[src/rtl/ifu_pkg.sv]
// Shared types and constants for the instruction-fetch unit.
// Pure declarations: no latency, no flow control.
package ifu_pkg;

  typedef struct packed {
    logic [31:0] pc;
    logic [31:0] instr;
  } fetch_entry_t;

  localparam logic [31:0] PC_STEP = 32'd4;
  localparam logic [31:0] RV_NOP  = 32'h0000_0013;

  function automatic logic [31:0] word_align(input logic [31:0] addr);
    return {addr[31:2], 2'b00};
  endfunction

endpackage

[src/rtl/instr_fetch_unit_if.sv]
// Fetch-side bus: instruction memory read port, redirect input and decode valid/ready.
// Wires only; master is the fetch unit, slave is memory plus decode.
interface instr_fetch_unit_if;

  logic [31:0] imem_addr;
  logic [31:0] imem_data;
  logic        redirect_valid;
  logic [31:0] redirect_pc;
  logic        if_valid;
  logic        if_ready;
  logic [31:0] if_instr;
  logic [31:0] if_pc;

  modport master (
    output imem_addr,
    input  imem_data,
    input  redirect_valid,
    input  redirect_pc,
    output if_valid,
    input  if_ready,
    output if_instr,
    output if_pc
  );

  modport slave (
    input  imem_addr,
    output imem_data,
    output redirect_valid,
    output redirect_pc,
    input  if_valid,
    output if_ready,
    input  if_instr,
    input  if_pc
  );

endinterface

[src/rtl/ifu_fifo.sv]
// Prefetch FIFO: synchronous write, head visible combinationally (0-cycle read, 1-cycle write-to-head).
// Refuses a push when full unless popping that cycle; flush overrides push and pop.
module ifu_fifo
  import ifu_pkg::*;
#(
  parameter int  DEPTH   = 2,
  parameter type entry_t = fetch_entry_t
) (
  input  logic   clk,
  input  logic   reset_n,
  input  logic   push,
  input  logic   pop,
  input  logic   flush,
  input  entry_t wr_data,
  output entry_t head,
  output logic   full,
  output logic   empty
);

  localparam int AW = $clog2(DEPTH);
  localparam int CW = AW + 1;

  entry_t          mem_q [DEPTH];
  logic [AW-1:0]   wr_ptr_q, rd_ptr_q;
  logic [CW-1:0]   count_q;
  logic            do_push, do_pop;

  assign full    = (count_q == CW'(DEPTH));
  assign empty   = (count_q == '0);
  assign do_push = push & ~flush & (~full | pop);
  assign do_pop  = pop & ~flush & ~empty;
  assign head    = mem_q[rd_ptr_q];

  always_ff @(posedge clk or negedge reset_n) begin
    if (!reset_n) begin
      wr_ptr_q <= '0;
      rd_ptr_q <= '0;
      count_q  <= '0;
    end else if (flush) begin
      wr_ptr_q <= '0;
      rd_ptr_q <= '0;
      count_q  <= '0;
    end else begin
      if (do_push) wr_ptr_q <= wr_ptr_q + AW'(1);
      if (do_pop)  rd_ptr_q <= rd_ptr_q + AW'(1);
      count_q <= count_q + CW'(do_push) - CW'(do_pop);
    end
  end

  // Storage needs no reset: occupancy alone decides what is visible.
  always_ff @(posedge clk) begin
    if (do_push) mem_q[wr_ptr_q] <= wr_data;
  end

endmodule

[src/rtl/instr_fetch_unit.sv]
// Fetch PC + prefetch FIFO; head valid one cycle after its fetch, 1 instr/cycle. Full FIFO without pop stalls the PC.
// Redirect flushes and reloads the PC. Define IFU_PERF_CNT_EN for pop/stall counters.
module instr_fetch_unit
  import ifu_pkg::*;
#(
  parameter logic [31:0] RESET_PC   = 32'h0000_0000,
  parameter int          FIFO_DEPTH = 2
) (
  input  logic                      clk,
  input  logic                      reset_n,
  instr_fetch_unit_if.master        bus
`ifdef IFU_PERF_CNT_EN
  ,
  output logic [31:0]               perf_fetch_cnt,
  output logic [31:0]               perf_stall_cnt
`endif
);

  logic [31:0]  fetch_pc_q, fetch_pc_d;
  logic         fifo_full, fifo_empty;
  logic         push, pop;
  fetch_entry_t wr_entry, head_entry;
  logic         unused_redirect_lsbs;

  assign unused_redirect_lsbs = ^bus.redirect_pc[1:0];

  assign bus.imem_addr = word_align(fetch_pc_q);
  assign bus.if_valid  = ~fifo_empty;
  assign bus.if_instr  = fifo_empty ? RV_NOP : head_entry.instr;
  assign bus.if_pc     = fifo_empty ? 32'h0 : head_entry.pc;

  assign pop  = bus.if_valid & bus.if_ready;
  assign push = ~bus.redirect_valid & (~fifo_full | pop);

  assign wr_entry.pc    = fetch_pc_q;
  assign wr_entry.instr = bus.imem_data;

  always_comb begin
    fetch_pc_d = fetch_pc_q;
    if (bus.redirect_valid) fetch_pc_d = word_align(bus.redirect_pc);
    else if (push)          fetch_pc_d = fetch_pc_q + PC_STEP;
  end

  always_ff @(posedge clk or negedge reset_n) begin
    if (!reset_n) fetch_pc_q <= RESET_PC;
    else          fetch_pc_q <= fetch_pc_d;
  end

  ifu_fifo #(
    .DEPTH   (FIFO_DEPTH),
    .entry_t (fetch_entry_t)
  ) u_fifo (
    .clk     (clk),
    .reset_n (reset_n),
    .push    (push),
    .pop     (pop),
    .flush   (bus.redirect_valid),
    .wr_data (wr_entry),
    .head    (head_entry),
    .full    (fifo_full),
    .empty   (fifo_empty)
  );

`ifdef IFU_PERF_CNT_EN
  logic [31:0] fetch_cnt_q, stall_cnt_q;

  // A pop in a redirect cycle still counts: decode consumed that entry.
  always_ff @(posedge clk or negedge reset_n) begin
    if (!reset_n) begin
      fetch_cnt_q <= '0;
      stall_cnt_q <= '0;
    end else begin
      if (pop)                          fetch_cnt_q <= fetch_cnt_q + 32'd1;
      if (bus.if_valid & ~bus.if_ready) stall_cnt_q <= stall_cnt_q + 32'd1;
    end
  end

  assign perf_fetch_cnt = fetch_cnt_q;
  assign perf_stall_cnt = stall_cnt_q;
`endif

endmodule

[src/flat_wrapper.sv]
// flat-port wrapper written by rule: the top's interface ports become plain ports
module instr_fetch_unit_flat import ifu_pkg::*;
#(
  parameter logic [31:0] RESET_PC   = 32'h0000_0000,
  parameter int          FIFO_DEPTH = 2
)
  (clk, reset_n, bus_imem_addr, bus_imem_data, bus_redirect_valid, bus_redirect_pc, bus_if_valid, bus_if_ready, bus_if_instr, bus_if_pc);
  instr_fetch_unit_if bus_i ();
  input  logic clk;
  input  logic reset_n;
  output wire logic [$bits(bus_i.imem_addr)-1:0] bus_imem_addr;
  input wire logic [$bits(bus_i.imem_data)-1:0] bus_imem_data;
  input wire logic [$bits(bus_i.redirect_valid)-1:0] bus_redirect_valid;
  input wire logic [$bits(bus_i.redirect_pc)-1:0] bus_redirect_pc;
  output wire logic [$bits(bus_i.if_valid)-1:0] bus_if_valid;
  input wire logic [$bits(bus_i.if_ready)-1:0] bus_if_ready;
  output wire logic [$bits(bus_i.if_instr)-1:0] bus_if_instr;
  output wire logic [$bits(bus_i.if_pc)-1:0] bus_if_pc;
  assign bus_imem_addr = bus_i.imem_addr;
  assign bus_i.imem_data = bus_imem_data;
  assign bus_i.redirect_valid = bus_redirect_valid;
  assign bus_i.redirect_pc = bus_redirect_pc;
  assign bus_if_valid = bus_i.if_valid;
  assign bus_i.if_ready = bus_if_ready;
  assign bus_if_instr = bus_i.if_instr;
  assign bus_if_pc = bus_i.if_pc;
  instr_fetch_unit #(.RESET_PC(RESET_PC), .FIFO_DEPTH(FIFO_DEPTH)) u_core (.clk(clk), .reset_n(reset_n), .bus(bus_i));
endmodule
[config.mk]
export PLATFORM = sky130hd
export DESIGN_NAME = instr_fetch_unit_flat
export DESIGN_NICKNAME = d
export VERILOG_FILES = /design/src/rtl/ifu_pkg.sv /design/src/rtl/instr_fetch_unit_if.sv /design/src/rtl/ifu_fifo.sv /design/src/rtl/instr_fetch_unit.sv /design/src/flat_wrapper.sv
export SDC_FILE = /design/constraint.sdc
export NUM_CORES = 1
export LEC_CHECK = 0
export CAP_MARGIN = 10
export CORE_MARGIN = 4
export CORE_UTILIZATION = 45
export DETAILED_ROUTE_END_ITERATION = 7
export HOLD_SLACK_MARGIN = 0.06
export PLACE_DENSITY = 0.86
export SLEW_MARGIN = 30
export SYNTH_ARGS = -nofsm -noshare
export SYNTH_HDL_FRONTEND = slang
export SYNTH_HIERARCHICAL = 1
export SYNTH_SLANG_ARGS = --single-unit
export TNS_END_PERCENT = 5
[constraint.sdc]
create_clock -name clk -period 4.9 [get_ports clk]
set_clock_uncertainty 0.2 [all_clocks]
set_input_delay 1.47 -clock clk [delete_from_list [all_inputs] [get_ports clk]]
set_output_delay 1.47 -clock clk [all_outputs]
set_load 0.02 [all_outputs]
== Word-level counts from Yosys, hierarchy flattened ==
Memory sizes are Yosys's and may differ from the RTL's.
Cells that the tools add are included.
Storage, ports and cells
  register bits after elaboration: 36
  RAM bits: 128
  bits of input ports: 68
  output and inout port bits: 97
  word-level logic and storage cells: 36
  memories: 1
Memory list
  u_core.u_fifo.mem_q: words 2, width 64, read ports 1, clocked after memory_dff 0, wr ports 1, RTL line ifu_fifo.sv:23  | entry_t mem_q [DEPTH];
Cells by class
  $add $sub $neg: 5
  eq/ne operators: 1
  mux-type cells: 11
  bitwise logic cells: 10
  reductions and logical operators: 4
Operators by type and width (count)
  $mux W32: 4
  $add A32 B3 Y32 const B: 1
  $and A1 B1 Y1: 6
  $mux W1: 6
  $reduce_bool A2 Y1: 3
  $not A1 Y1: 3
  $add A1 B1 Y1 const B: 2
  $add A2 B1 Y2: 1
  $eq A2 B2 Y1 const B: 1
  $logic_not A2 Y1: 1
  $mux W2: 1
  $sub A2 B1 Y2: 1
  $or A1 B1 Y1: 1

== Longest topological paths before layout ==
  depth after elaboration: 10
  depth in mapped cells: 11
  mapped depth without buffers: 10

== By module ==
The synthesis kept the hierarchy.
Modules (own cells, without submodules)
  ifu_fifo: instances 1, cells each 223, area each 4838.4 um^2
  instr_fetch_unit: instances 1, cells each 284, area each 2264.7 um^2

== Worst setup path after synthesis ==
No wires, ideal clock.
  path type: input-to-reg
  start: input port bus_redirect_valid
  end: memory u_core/u_fifo/mem_q[0][0] (netlist bit), enable pin
  library setup time: 0.487 ns
  data arrival time: 4.907 ns
  required time: 4.213 ns
  path slack: -0.694 ns
  cell stages on the path: 5
  buffers on the path: 2
  cells stage by stage: clkbuf_1 -> clkbuf_1 -> a21oi_1 -> nand3b_1 -> nor2_1
Between the ends
  longest elaborated chain between the ends: 6
RTL lines
  start: declaration: RTL line flat_wrapper.sv:13  | input wire logic [$bits(bus_i.redirect_valid)-1:0] bus_redirect_valid;
  $not A1 Y1: RTL line instr_fetch_unit.sv:33  | assign push = ~bus.redirect_valid & (~fifo_full | pop);
  $and A1 B1 Y1: RTL line instr_fetch_unit.sv:33
  net u_core.push: RTL line instr_fetch_unit.sv:21  | logic push, pop;
  $and A1 B1 Y1 (2 in a row): RTL line ifu_fifo.sv:30  | assign do_push = push & ~flush & (~full | pop);
  $mux W1: RTL line ifu_fifo.sv:52  | if (do_push) mem_q[wr_ptr_q] <= wr_data;
  $mux W1 (implied by the code): RTL line ifu_fifo.sv:52
  end: declaration: RTL line ifu_fifo.sv:23
The timed path passes the listed nets, and every way through them passes these cells.

==> summary.md <==
| Metric | Value |
|---|---|
| Hold WC Path Type | `reg -> reg` |
| H-tree Lvls | `4` |
| Worst-path maximum fanout | `48` |
| Die area | `17,900 um2` |
| Comb pwr share | `0.165` |
| CP arrival | `2.55 ns` |
| Period utilization | `0.860` |
| Met2 GRT Util | `0.315` |
| Largest net degree at the start of global routing | `49` |
| Reg clk slew, reported paths | `0.06 ns` |
| Worst slew margin | `0.482` |
| Layout cell share with drive strength beyond 1 | `0.168` |
| Gr busiest metal | `met2` |
| Post-Syn Instances | `507` |
| Initial Utilization | `0.464` |
| Final setup viols | `0` |
| Clk_lat worst skew | `0.42 ns` |
| Crit path largest cell delay | `approximately 0.67 ns` |
| Placed Cells | `approximately 860` |
| Vias in the first global route | `roughly 5,000` |
| Rows | `45` |
| Hold Crit Start | `u_core/fetch_pc_q[31]` |
| DRC errors left | `0` |
| WL final | `about 16,000 um` |
| Net load switching power | `0.881 mW` |
| Type of origin of the critical path | `register` |
| Top cell family by delay on the critical path | `buffers and inverters` |
| WP buf/inv | `2` |
| F_max | `0.237 GHz` |
| Final Power | `3.70 mW` |
| CTS tree | `built` |
| Cell Pwr Density | `385 nW/um2` |
| Antenna Nets Post-Route | `0` |
| Fillcell total | `1,140` |
| Register area share after synthesis | `0.661` |
| Synth top cells by count | `edfxtp_1, mux2_2, nor2b_1` |
| Post-cts repair resize count | `0` |
| DRT iter0 DRCs | `308` |
| Worst setup EP type | `output pin` |
| Post-DP HPWL | `roughly 11,000 um` |
| Routing usage on met3 | `0.0570` |
| Asr flop ratio synth | `0.210` |
| Sequential share of power | `0.448` |
| Yosys top cell by area | `edfxtp_1` |
| Slowest CP cell | `dfrtp_2` |
| PortBufs | `160` |
| Syn Area/Cell | `around 14 um2` |
| Fin nets | `between 700 and 800` |
| Sum Neg Setup Slack | `0 ns` |
| Clk network pwr share | `0.388` |
| Via/cell ratio | `roughly 5.3` |
| Sw Share | `0.238` |
| Warnings from Yosys | `6` |
| Chip width | `134 um` |
| Unrepaired setup endpoints after global routing | `no` |
| MaxCap Viol Count | `0` |
| Overflow after GRT | `0` |
| Outcome | `finished, final reports clean` |
| First-pass GRT wire length | `about 25,000 um` |
| Ports | `approximately 170` |
| Post-route minimum period | `~4.2 ns` |
| Final slew viol count | `0` |
| Initial antenna violation count | `0` |
| Unique masters post-synth | `47` |
| P&R area growth vs syn | `35.4%` |
| Core area | `approximately 15,000 um2` |
| Diode count | `0` |
| Met1 GRT Util | `0.213` |
| Main synth FF type | `edfxtp_1` |
| Leak | `between 3 and 4 nW` |
| Root Driver | `clkbuf_16` |
| Hold Buf Count CTS | `0` |
| Crit Path Category | `reg -> out` |
| Post-CTS Setup Inserts | `0` |
| Area share of the largest cell type after synthesis | `0.541` |
| Die height | `roughly 130 um` |
| Critical Path RT | `between 3 and 4 ns` |
| Vias | `4,784` |
| Fin cells | `between 800 and 900` |
| Final Hold Fails | `0` |
| Worst-case vdd ir drop | `251 uV` |
| Largest cells by area after synthesis | `edfxtp_1, dfrtp_1, mux2_2` |
| Worst-Margin Slew | `0.777 ns` |
| Clock Tree Buf Depth | `2` |
| Int Power | `2.82 mW` |
| Worst Setup SP | `u_core/u_fifo/rd_ptr_q` |
| Post-synth EDFFs | `128` |
| DRT Pass-1 Iters | `4` |
| Total GRT Usage | `0.181` |
| CP cell instances | `buf_12, mux2_2, nor2b_1, clkdlybuf4s50_1` |
| Netlist Area Pre-Place | `7100 um2` |
| FF+latch count, synth | `162` |
| Final GP Congestion | `0.773` |
| Top-count cell post-synth | `edfxtp_1` |
| DR WL/cell | `18.1 um` |
| Clock sink total | `162` |
| Worst R2R Start | `u_core/u_fifo/count_q[1]` |
| TritonCTS Buffers | `17` |
## layout make-up
type,count,area [um2],share of cell area
clock buffers,22,474,0.0493
inverters,15,56.3,0.00585
multi-input cells,308,2260,0.235
repair buffers,168,1690,0.176
clock inverters,10,180,0.0187
well taps,211,264,0.0274
flip-flops and latches,162,4700,0.488
## metrics by stage
step                      hold WS (ns)  instance area [um2]   util  worst slack [ns]
final                            0.338                 9620  0.628             0.684
after global routing             0.356                 9620  0.628             0.585
after floorplan                  0.265                 7120      -            -0.694
after detailed placement         0.322                 8950  0.584             0.771
after CTS                        0.336                 9610  0.627             0.633
after global placement           0.303                 8950  0.584             0.785
## logic make-up (layout without fill, tap and decap cells)
family          count (synthesis)  count (layout)  synth area share
compound gates                 62              62            0.0601
mux                            65              65             0.103
simple gates                  161             161             0.130
xor+xnor                       11              11            0.0136
flops                         162             162             0.661
buf+inv                        42             215            0.0266
fa+ha+maj                       3               3           0.00529
other cells                     1               6          0.000528
## sequential cells by signal (all words and copies together) (netlist names)
name / cells
u_core/u_fifo/count_q: 2
u_core/u_fifo/rd_ptr_q: 1
u_core/u_fifo/mem_q: 128
u_core/u_fifo/wr_ptr_q: 1
u_core/fetch_pc_q: 30
## metal layers
| metal | vias to the layer above | wire length (um) |
|---|---|---|
| li1 | 2219 | - |
| met1 | 2373 | 6640 |
| met2 | 173 | 8250 |
| met3 | 19 | 1110 |
| met4 | 0 | 233 |
| met5 | - | 0 |
## final timing paths
kind	end	slack, ns	depth (start not counted)
max	bus_if_pc[16]	0.68	4
min	u_core/u_fifo/mem_q[1][63]	0.34	0
max reg2reg	u_core/u_fifo/count_q[0]	1.57	9
min reg2reg	u_core/u_fifo/mem_q[1][63]	0.34	0
max in group asynchronous	u_core/u_fifo/rd_ptr_q	3.03	1
min in group asynchronous	u_core/fetch_pc_q[10]	0.93	1
## power by group through the flow
| stage | registers (mW) | logic [mW] | clock network, mW |
|---|---|---|---|
| finish | 1.66 | 0.609 | 1.44 |
| global route | 1.67 | 0.651 | 1.52 |
| CTS | 1.66 | 0.611 | 1.46 |
| detailed placement | 1.68 | 0.606 | 0 |
| global placement | 1.67 | 0.593 | 0 |
| floorplan | 1.69 | 0.284 | 0 |
## placed cells by master, fill, tap and decap left out, types with 5 or more instances in the layout
master / count
o31ai_1: 12
inv_1: 14
or4_1: 15
dfrtp_1: 33
clkbuf_16: 17
edfxtp_1: 128
bufinv_16: 5
nand2_1: 22
o21ai_0: 13
xnor2_1: 8
nand4_1: 6
a31oi_1: 16
conb_1: 6
buf_4: 5
clkdlybuf4s50_1: 159
mux2_2: 64
nor2b_1: 63
nand3_1: 11
nor2_1: 23
Note: power is estimated with default switching activity, not from simulation.
==> patch, RTL diff (same flow settings) <==
`FIFO_DEPTH` is set to 2 in 2 places; all go to 4.
--- a/src/rtl/instr_fetch_unit.sv
+++ b/src/rtl/instr_fetch_unit.sv
@@ -5,5 +5,5 @@
 #(
   parameter logic [31:0] RESET_PC   = 32'h0000_0000,
-  parameter int          FIFO_DEPTH = 2
+  parameter int          FIFO_DEPTH = 4
 ) (
   input  logic                      clk,
--- a/src/flat_wrapper.sv
+++ b/src/flat_wrapper.sv
@@ -3,5 +3,5 @@
 #(
   parameter logic [31:0] RESET_PC   = 32'h0000_0000,
-  parameter int          FIFO_DEPTH = 2
+  parameter int          FIFO_DEPTH = 4
 )
   (clk, reset_n, bus_imem_addr, bus_imem_data, bus_redirect_valid, bus_redirect_pc, bus_if_valid, bus_if_ready, bus_if_instr, bus_if_pc);
Function: changed (a bounded check fails within 4 cycles, from zero or initial values and one cycle with reset_n low).
==> patch against the original RTL <==
Utilization fell by 5.0 points; fmax fell by 8.1%; setup slack got worse by 0.37 ns; non-clock buffer count rose by 13; sequential power rose by 93%; sequential cell count rose by 131; wire length rose by 56%; cell area rose by 57%; global-route usage fell by 0.65 points; area after synthesis rose by 68%; total power rose by 110%; via count rose by 40%; critical path type unchanged; critical endpoint is now bus_if_pc[9]; largest cell class unchanged; largest power group unchanged.
==> patch: results (changes against the original RTL) <==
yosys:
  synth_adder_area_share_pct: 0.901  # was 0.528%
  synthTopCellsByCount: "edfxtp_1, mux4_2, nor2b_1, dfrtp_1, nand2_1"  # was edfxtp_1, mux2_2, nor2b_1, dfrtp_1, nor2_1
  synth-seq-cells: 293  # was 162
  ys_top_cells_by_area: "edfxtp_1, mux4_2, dfrtp_1"  # was edfxtp_1, dfrtp_1, mux2_2
  ys_async_sr_fraction_pct: 12.6  # was 21.0%
  synth_xor_area_share_pct: 0.953  # was 1.36%
  synth.distinct_cells: 48  # was 47
  ys_seq_area_share_pct: 72.1  # was 66.1%
  synth_compound_area_share_pct: 3.51  # was 6.01%
grt:
  grt_first_pass_wirelength_microns: 39800  # was 25,200 microns
  grt_usage_pct: 17.4  # was 18.1%
  grt_util_met1_pct: 24.2  # was 21.3%
  use_met2_pct: 29.7  # was 31.5%
  grt_max_degree: 50  # was 49
  grt_pass1_vias: 7034  # was 4,904
placement:
  place_ws_ns: 0.585  # was 0.771 ns
  dp.cells: 1152  # was 863
  place_congestion: 0.816  # was 0.773
  dp.final_hpwl_microns: 16500  # was 11,100 microns
clock_tree:
  cts-buffers-inserted: 30  # was 17
  clock_path_buffers: 3  # was 2
  htree_num_levels: 1  # was 4
  worstSkewPairLatency_ns: 0.55  # was 0.42 ns
finish:
  buffers: 181  # was 168
  final_nets: 925  # was 743
  drive_gt1_share_pct: 16.3  # was 16.8%
  multi_input_gates: 328  # was 308
  reg.largest.list: "u_core/u_fifo/mem_q (256), u_core/fetch_pc_q (30), u_core/u_fifo/count_q (3)"  # was u_core/u_fifo/mem_q (128), u_core/fetch_pc_q (30), u_core/u_fifo/count_q (2)
  seq_share_pct: 57.2  # was 48.8%
  ff_latch_area_sq_mm: 0.00862  # was 0.00470 sq mm
  multi_input_area_sq_mm: 0.00312  # was 0.00226 sq mm
drt:
  wl_met2_microns: 12900  # was 8250 microns
  drt_iter0_markers: 601  # was 308
  dr_total_vias: 6716  # was 4,784
  via_per_inst: 5.56  # was 5.34
power_and_ir_drop:
  power.density_mw_per_mm2: 514  # was 385 mW/mm^2
  worst_ir_drop_vdd_v: 0.000326  # was 0.000251 V
  pwr-share-clk_pct: 29.9  # was 38.8%
  cellLeakagePower_nw: 4.91  # was 3.29 nW
  seqPwrFrac_pct: 41.4  # was 44.8%
worst_setup_path:
  critPathMaxFanout: 23  # was 48
  cp_slowest_cell: "dfrtp_4"  # was dfrtp_2
  cpPeakStageDelay_ns: 0.77  # was 0.67 ns
run_status:
  status: "complete, no violations"  # unchanged
floorplanning:
  fp.dieArea_sq_mm: 0.0292  # was 0.0179 sq mm
patch: cell count changes after synthesis, moves of 4 or more:
cell / change
ha_1: +4
mux4_2: +64
edfxtp_1: +128
and2_1: +5
mux2_2: -64
nand3_1: -4
buf_6: +4
patch: path summary, 6_finish.rpt:
| check | start | endpoint | cells past startpoint | slack (ns) |
|---|---|---|---|---|
| setup / recovery | u_core/u_fifo/rd_ptr_q[0] | bus_if_pc[9] | 4 | 0.31 |
| hold / removal | u_core/u_fifo/wr_ptr_q[0] | u_core/u_fifo/wr_ptr_q[0] | 1 | 0.36 |
| setup reg to reg | u_core/u_fifo/count_q[1] | u_core/u_fifo/count_q[2] | 14 | 1.62 |
| hold reg to reg | u_core/u_fifo/wr_ptr_q[0] | u_core/u_fifo/wr_ptr_q[0] | 1 | 0.36 |
| max in group asynchronous | reset_n | u_core/u_fifo/rd_ptr_q[0] | 1 | 3.03 |
| min in group asynchronous | reset_n | u_core/fetch_pc_q[14] | 1 | 0.84 |
